`config.mk`:
```
export PLATFORM = sky130hd
export DESIGN_NAME = mul8x8_seq_ctrl
export DESIGN_NICKNAME = d
export VERILOG_FILES = /design/src/rtl/mul8x8_seq_ctrl_pkg.sv /design/src/rtl/mul8x8_seq_ctrl_mul.sv /design/src/rtl/mul8x8_seq_ctrl.sv
export SDC_FILE = /design/constraint.sdc
export NUM_CORES = 1
export LEC_CHECK = 0
export BUFFER_PORTS_ARGS = -buffer_cell sky130_fd_sc_hd__buf_2
export CORE_MARGIN = 5
export CORE_UTILIZATION = 60
export CTS_BUF_LIST = sky130_fd_sc_hd__clkbuf_2 sky130_fd_sc_hd__clkbuf_4 sky130_fd_sc_hd__clkbuf_8
export CTS_CLUSTER_DIAMETER = 200
export DETAILED_ROUTE_END_ITERATION = 12
export PLACE_DENSITY = 0.84
export SLEW_MARGIN = 15
export SYNTH_ARGS = -nofsm -noshare
export SYNTH_HDL_FRONTEND = slang
export SYNTH_HIERARCHICAL = 1
export SYNTH_SLANG_ARGS = --single-unit
```
`constraint.sdc`:
```
create_clock -name clk -period 5.7 [get_ports clk]
set_input_delay 0.855 -clock clk [delete_from_list [all_inputs] [get_ports clk]]
set_output_delay 0.855 -clock clk [all_outputs]
set_load 0.02 [all_outputs]
```
`src/rtl/mul8x8_seq_ctrl_pkg.sv`:
```
// Shared definitions for the sequential 8x8 multiplier: controller state
// encoding and partial-product step count.
package mul8x8_seq_ctrl_pkg;

    typedef enum logic [1:0] {
        ST_IDLE = 2'd0,
        ST_MUL  = 2'd1,
        ST_DONE = 2'd2
    } state_e;

    localparam int unsigned N_STEPS   = 4;
    localparam logic [1:0]  LAST_STEP = 2'(N_STEPS - 1);

endpackage

```
`src/rtl/mul8x8_seq_ctrl_mul.sv`:
```
// Combinational W x W unsigned multiplier slice; the only arithmetic
// multiplier in the sequencer.
module Mul #(
    parameter int unsigned W = 4
) (
    input  logic [W-1:0]   data_a,
    input  logic [W-1:0]   data_b,
    output logic [2*W-1:0] product
);

    // Full-width unsigned product of the two slice operands.
    always_comb begin
        product = {{W{1'b0}}, data_a} * {{W{1'b0}}, data_b};
    end

endmodule

```
`src/rtl/mul8x8_seq_ctrl.sv`:
```
// Sequencer building a 2*HALF_W x 2*HALF_W unsigned multiply from one
// HALF_W x HALF_W slice: four partial products accumulated over four cycles,
// operands and result exchanged over valid/ready handshakes.
module mul8x8_seq_ctrl
    import mul8x8_seq_ctrl_pkg::*;
#(
    parameter int unsigned HALF_W = 4
) (
    input  logic                  clk,
    input  logic                  rst_n,
    input  logic                  clear,
    input  logic                  in_valid,
    output logic                  in_ready,
    input  logic [2*HALF_W-1:0]   data_a,
    input  logic [2*HALF_W-1:0]   data_b,
    output logic                  out_valid,
    input  logic                  out_ready,
    output logic [4*HALF_W-1:0]   product,
    output logic                  busy
);

    state_e                state_q, state_d;
    logic [1:0]            step_q;
    logic [2*HALF_W-1:0]   a_q, b_q;
    logic [4*HALF_W-1:0]   acc_q;
    logic [4*HALF_W-1:0]   product_q;

    logic [HALF_W-1:0]     slice_a, slice_b;
    logic [2*HALF_W-1:0]   pp;
    logic [4*HALF_W-1:0]   pp_ext, pp_shift, acc_sum;

    // State register.
    always_ff @(posedge clk or negedge rst_n) begin
        if (!rst_n) begin
            state_q <= ST_IDLE;
        end else begin
            state_q <= state_d;
        end
    end

    // Next-state logic; clear overrides every transition.
    always_comb begin
        state_d = state_q;
        if (clear) begin
            state_d = ST_IDLE;
        end else begin
            case (state_q)
                ST_IDLE: if (in_valid)             state_d = ST_MUL;
                ST_MUL:  if (step_q == LAST_STEP)  state_d = ST_DONE;
                ST_DONE: if (out_ready)            state_d = ST_IDLE;
                default:                           state_d = ST_IDLE;
            endcase
        end
    end

    // Handshake and status outputs decoded from the state.
    always_comb begin
        in_ready  = (state_q == ST_IDLE);
        out_valid = (state_q == ST_DONE);
        busy      = (state_q != ST_IDLE);
    end

    // Operand nibble select: step[1] picks the high half of a, step[0] of b.
    always_comb begin
        slice_a = step_q[1] ? a_q[2*HALF_W-1:HALF_W] : a_q[HALF_W-1:0];
        slice_b = step_q[0] ? b_q[2*HALF_W-1:HALF_W] : b_q[HALF_W-1:0];
    end

    Mul #(.W(HALF_W)) u_slice (
        .data_a  (slice_a),
        .data_b  (slice_b),
        .product (pp)
    );

    // Align the partial product to its weight and add it to the accumulator.
    always_comb begin
        pp_ext                = '0;
        pp_ext[2*HALF_W-1:0]  = pp;
        case (step_q)
            2'd0:    pp_shift = pp_ext;
            2'd3:    pp_shift = pp_ext << (2*HALF_W);
            default: pp_shift = pp_ext << HALF_W;
        endcase
        acc_sum = acc_q + pp_shift;
    end

    // Operand capture, accumulation, step counting and result register.
    always_ff @(posedge clk or negedge rst_n) begin
        if (!rst_n) begin
            a_q       <= '0;
            b_q       <= '0;
            acc_q     <= '0;
            step_q    <= '0;
            product_q <= '0;
        end else if (clear) begin
            acc_q     <= '0;
            step_q    <= '0;
            product_q <= '0;
        end else begin
            case (state_q)
                ST_IDLE: begin
                    if (in_valid) begin
                        a_q    <= data_a;
                        b_q    <= data_b;
                        acc_q  <= '0;
                        step_q <= '0;
                    end
                end
                ST_MUL: begin
                    acc_q  <= acc_sum;
                    step_q <= step_q + 2'd1;
                    if (step_q == LAST_STEP) begin
                        product_q <= acc_sum;
                    end
                end
                default: ;
            endcase
        end
    end

    assign product = product_q;

endmodule

```
# == Word level (Yosys, flattened, before mapping) ==
# Cells that the tools add are included.
# op_classes
add_sub_neg,2
multipliers,1
eq_ne,6
muxes,17
bitwise_logic,1
reduce_logical,10
# ops
operator,n
2-to-1 mux 16 bit,5
case mux 16 bit (2 select lines),2
adder 16 bit,1
2-to-1 mux 2 bit,6
multiplier 4 x 4 -> 8 bit,1
2-to-1 mux 4 bit,2
inequality test 3 bit (second input constant),2
case mux 2 bit (3 select lines),1
AND reduction 3 bit,2
nonzero test 2 bit,3
equality test 2 bit (second input constant),2
logical NOT 2 bit,2
case mux 2 bit (2 select lines),1
AND reduction 2 bit,2
inequality test 3 x 2 -> 1 bit (second input constant),1
nonzero test 3 bit,1
adder 2 x 1 -> 2 bit (second input constant),1
equality test 2 x 1 -> 1 bit (second input constant),1
NOT 1 bit,1
# totals
register_bits,52
output_inout_bits,19
wordCells,43

# == Longest topological paths before layout ==
# logic_depth
depth_word,7
mapped_depth,20

# == Modules after synthesis ==
# The synthesis kept the hierarchy.
# modules_own_cells
mod,instances,cells_per_inst,area_each_um2,seq_area_each_um2
mul8x8_seq_ctrl,1,313,3208.1,1301.2
Mul,1,51,449.2,0.0

# == Worst setup path before layout ==
# No wires, ideal clock.
# synth_path
path_type,flip-flop to flip-flop
from,register step_q[0]
to,"register product_q[14], in the netlist product[14]"
arrival_time_ns,4.384
path_slack_ns,1.193
stages_incl_launch_ff,20
n_path_buf,1
synth_period_minus_slack_ns,4.507
path_cell_list,dfrtp_1 > clkbuf_1 > mux2_2 > nand2_1 > fa_1 > inv_1 > fa_1 > ha_1 > a211oi_1 > nor2_1 > a211o_1 > nand2_1 > o21ai_0 > ha_1 > a21o_1 > a31oi_1 > or3b_1 > and4_4 > a221oi_2 > nand2_1
# synth_between
elab_chain_cells,7
elab_cells_between_ends,11
cone_classes,1 x add/sub; 1 x mul; 1 x eq/ne; 5 x mux; 3 x reduce/logical
# synth_lines
element,line,text
from (decl),mul8x8_seq_ctrl.sv:23,logic [1:0] step_q;
from (signal assigned),mul8x8_seq_ctrl.sv:111,step_q <= step_q + 2'd1;
2-to-1 mux 4 bit,mul8x8_seq_ctrl.sv:66,slice_b = step_q[0] ? b_q[2*HALF_W-1:HALF_W] : b_q[HALF_W-1:0];
named net slice_b[3],mul8x8_seq_ctrl.sv:28,"logic [HALF_W-1:0] slice_a, slice_b;"
multiplier 4 x 4 -> 8 bit,mul8x8_seq_ctrl_mul.sv:13,"product = {{W{1'b0}}, data_a} * {{W{1'b0}}, data_b};"
named net pp[7],mul8x8_seq_ctrl.sv:29,logic [2*HALF_W-1:0] pp;
case mux 16 bit (2 select lines),mul8x8_seq_ctrl.sv:79,case (step_q)
adder 16 bit,mul8x8_seq_ctrl.sv:84,acc_sum = acc_q + pp_shift;
2-to-1 mux 16 bit,mul8x8_seq_ctrl.sv:112,if (step_q == LAST_STEP) begin
2-to-1 mux 16 bit,mul8x8_seq_ctrl.sv:100,case (state_q)
2-to-1 mux 16 bit,mul8x8_seq_ctrl.sv:95,end else if (clear) begin
to (signal assigned),mul8x8_seq_ctrl.sv:113,product_q <= acc_sum;
to (decl),mul8x8_seq_ctrl.sv:26,logic [4*HALF_W-1:0] product_q;
# The timed path passes the listed nets, and every way through them passes these cells. The select of a mux whose other input is x is not followed.
# A chain may end at the register's enable or synchronous reset.

# == Worst setup path in the final report ==
# layout_path
from,register step_q[0]
to,"register product_q[15], in the netlist product[15]"
# Same word-level chain as after synthesis.

==> impl_metrics.json <==
{
  "track_usage_pct": 22.8,
  "antenna_found_initial": 0,
  "dp_hpwl_um": 6010,
  "final_nets": 456,
  "worst_pin_slew_ns": 0.754,
  "ys_ff_latch": 52,
  "grt_pass1_wl_um": 14000,
  "wl_per_cell_um": 17.1,
  "cp_max_fo": 8,
  "arrival_ns": 5.16,
  "async_flop_share_pct": 100,
  "vdd_drop_max_mv": 0.198,
  "wl_met2_um": 3750,
  "synth_cells": 364,
  "io_buffers": 39,
  "status": "finished clean",
  "insertedDiodeCount": 0,
  "place_area_um2": 3910,
  "viasPerCell": 6.14,
  "cts_buffers": 5,
  "finalSetupTns_ns": 0,
  "yosysWarnings": 6,
  "synth.mux.area_fraction_pct": 8.21,
  "die_x_um": 88.1,
  "cts_setup_buffers": 0,
  "period_share_pct": 86.2,
  "setup_violations": 0,
  "clk_pin_slew_worst_paths_ns": 0.10,
  "cts_resized": 0,
  "grt_setup_unrepaired": "no",
  "cp-start-kind": "flop",
  "route.met3.wl_um": 590,
  "post-route-min-period_ns": 4.91,
  "cp_cell_sequence": "mux2_2 -> nand2_1 -> fa_1 -> inv_1 -> fa_1 -> fa_1 -> a21o_1 -> a21oi_1 -> xnor2_1 -> nand2_1 -> o21ai_0 -> ha_1 -> a21oi_1 -> o21a_1 -> nor4b_1 -> a41oi_1 -> nand3_1",
  "gp_congestion": 0.909,
  "cp.required_ns": 5.95,
  "finalMaxSlewViolations": 0,
  "hold_buffers": 0,
  "worstSkewPairLatency_ns": 0.31,
  "first_pass_iters": 4,
  "cp_common_cell": "fa_1",
  "start_util_pct": 61.8,
  "fmax_ghz": 0.204,
  "fin_skew_ns": 0.00656,
  "wl_um": 8140,
  "final_area_um2": 4020,
  "timing_worst_setup_path_type": "flop to flop",
  "yosysSeqAreaShare_pct": 35.6,
  "drt-met1-wl_um": 3660,
  "gr-total-overflow": 0,
  "dieArea_um2": 7760,
  "rows": 28,
  "synth_top_family_by_area": "compound AO/OA/AOI/OAI gates",
  "top_layer": "met4",
  "htreeDepth": 2,
  "area_growth_pct": 9.99,
  "synth-simple-area-share_pct": 17.7,
  "synth_nets": 421,
  "synth_compound_area_share_pct": 18.6,
  "grt_max_degree": 53,
  "endpoint_kind": "flop",
  "ys.flop_type": "dfrtp_1",
  "critPathMaxStageDelay_ns": 0.53,
  "grt_pass1_vias": 2884,
  "ant_nets": 0,
  "power_leakage_nw": 2.03,
  "die_h_um": 88.1,
  "cts-root-buf": "clkbuf_8",
  "avgSynthCellArea_um2": 10.0,
  "drtIter0Drc": 180,
  "synth_xor_area_share_pct": 3.35,
  "num_vias": 2917,
  "synth_cell_types": 61,
  "cts.sinks": 52,
  "detail_route.drc_violations": 0,
  "drv_cap": 0,
  "num-fill-cells": 438,
  "fin_util_pct": 67.9,
  "synthAdderAreaFrac_pct": 13.3,
  "cts_tree": "yes",
  "finalHoldViolCount": 0,
  "relSlewSlack_pct": 49.7,
  "synth_edf_count": 0,
  "hold_class": "flop to flop",
  "cp_slowest_cell": "fa_1",
  "clockBufferDepth": 2,
  "netlist_area_um2": 3660,
  "p_total_mw": 1.40,
  "drive_above_1_share_pct": 21.8,
  "design.portCount": 40,
  "core_um2": 5920,
  "p_per_area_nw_per_um2": 348
}
[kinds of logic (layout without fill, tap and decap cells)]
kind of cell	count (synthesis)	after routing
compound gates	89	89
xor+xnor	14	14
fa+ha+maj	36	36
buf+inv	28	64
flops	52	52
mux	27	27
simple gates	118	118
[through the flow]
stage / hold WS, ns / cells / worst slack, ns
after floorplan: 0.475 / 364 / 1.19
after global placement: 0.463 / 467 / 1.05
after detailed placement: 0.468 / 467 / 0.862
after CTS: 0.490 / 475 / 0.826
after global routing: 0.529 / 475 / 0.460
final: 0.486 / 475 / 0.788
[Yosys cell counts, drive strengths merged (4+ instances only)]
cell type  count  share of area, %
dfrtp         52                36
nand2         36               3.7
ha            31                11
mux2          24               7.4
a22o          21               5.0
and2          21               3.6
a21oi         16               2.3
nor2          15               1.5
o21ai         15               2.1
inv           13               1.3
clkbuf        11               1.2
xnor2         11               2.6
nand3          9               1.4
a21o           7               1.4
nand4          7               1.4
a31oi          5              0.86
fa             5               2.7
nor3           5              0.68
or3            5              0.86
buf            4              0.72
nor2b          4              0.68
[power breakdown]
part | total, mW | switching (mW) | internal (mW)
clock | 0.265 | 0.132 | 0.133
sequential | 0.440 | 0.0301 | 0.410
combinational | 0.694 | 0.414 | 0.280
[sequential cells by signal, summed over array words and instances (netlist names)]
signal   count
product     16
a_q          8
b_q          8
step_q       2
acc_q       16
state_q      2
[critical path: cells and delay by family, from the launching register on]
kind / cells / cell delay, ns
compound gates: 6 / 1.23
fa+ha+maj: 4 / 1.91
simple gates: 4 / 0.67
xor+xnor: 1 / 0.18
buf+inv: 1 / 0.06
mux: 1 / 0.30
flops: 1 / 0.50
[metal layers]
layer / GRT usage (%) / up-vias
li1: - / 1406
met3: 3.86 / 15
met1: 33.2 / 1384
met4: 7.28 / 0
met2: 34.9 / 112
met5: 0 / -
[cell usage in the layout (no fill, tap or decap), drive strengths merged, types with 3 or more instances in the layout]
cell type / count
mux2: 24
nor3: 5
or3: 5
and2: 21
a31oi: 5
o21a: 3
nor3b: 3
a41oi: 3
dfrtp: 52
mux2i: 3
fa: 5
ha: 31
o21ai: 15
a22o: 21
a21o: 7
xor2: 3
buf: 43
inv: 14
nand3: 9
clkbuf: 5
a21oi: 16
nand2: 36
nand4: 7
xnor2: 11
nor2: 15
nor2b: 4
[layout make-up]
cell class / instances / area [um2] / share of cell area (%)
clock inverters: 3 / 46.3 / 1.15
flip-flops and latches: 52 / 1300 / 32.3
repair buffers: 43 / 225 / 5.60
clock buffers: 5 / 68.8 / 1.71
multi-input cells: 284 / 2240 / 55.6
well taps: 75 / 93.8 / 2.33
inverters: 13 / 48.8 / 1.21
[path summary, 6_finish.rpt]
kind / start / endpoint / slack, ns / cells after the start
worst max-delay path: step_q[0] / product[15] / 0.79 / 17
worst min-delay path: product[1] / product[1] / 0.49 / 2
worst max register to register: step_q[0] / product[15] / 0.79 / 17
worst min register to register: product[1] / product[1] / 0.49 / 2
max in group asynchronous: rst_n / step_q[0] / 4.62 / 2
min in group asynchronous: rst_n / acc_q[7] / 0.64 / 2
No activity file was read; power rests on OpenSTA's default activity.
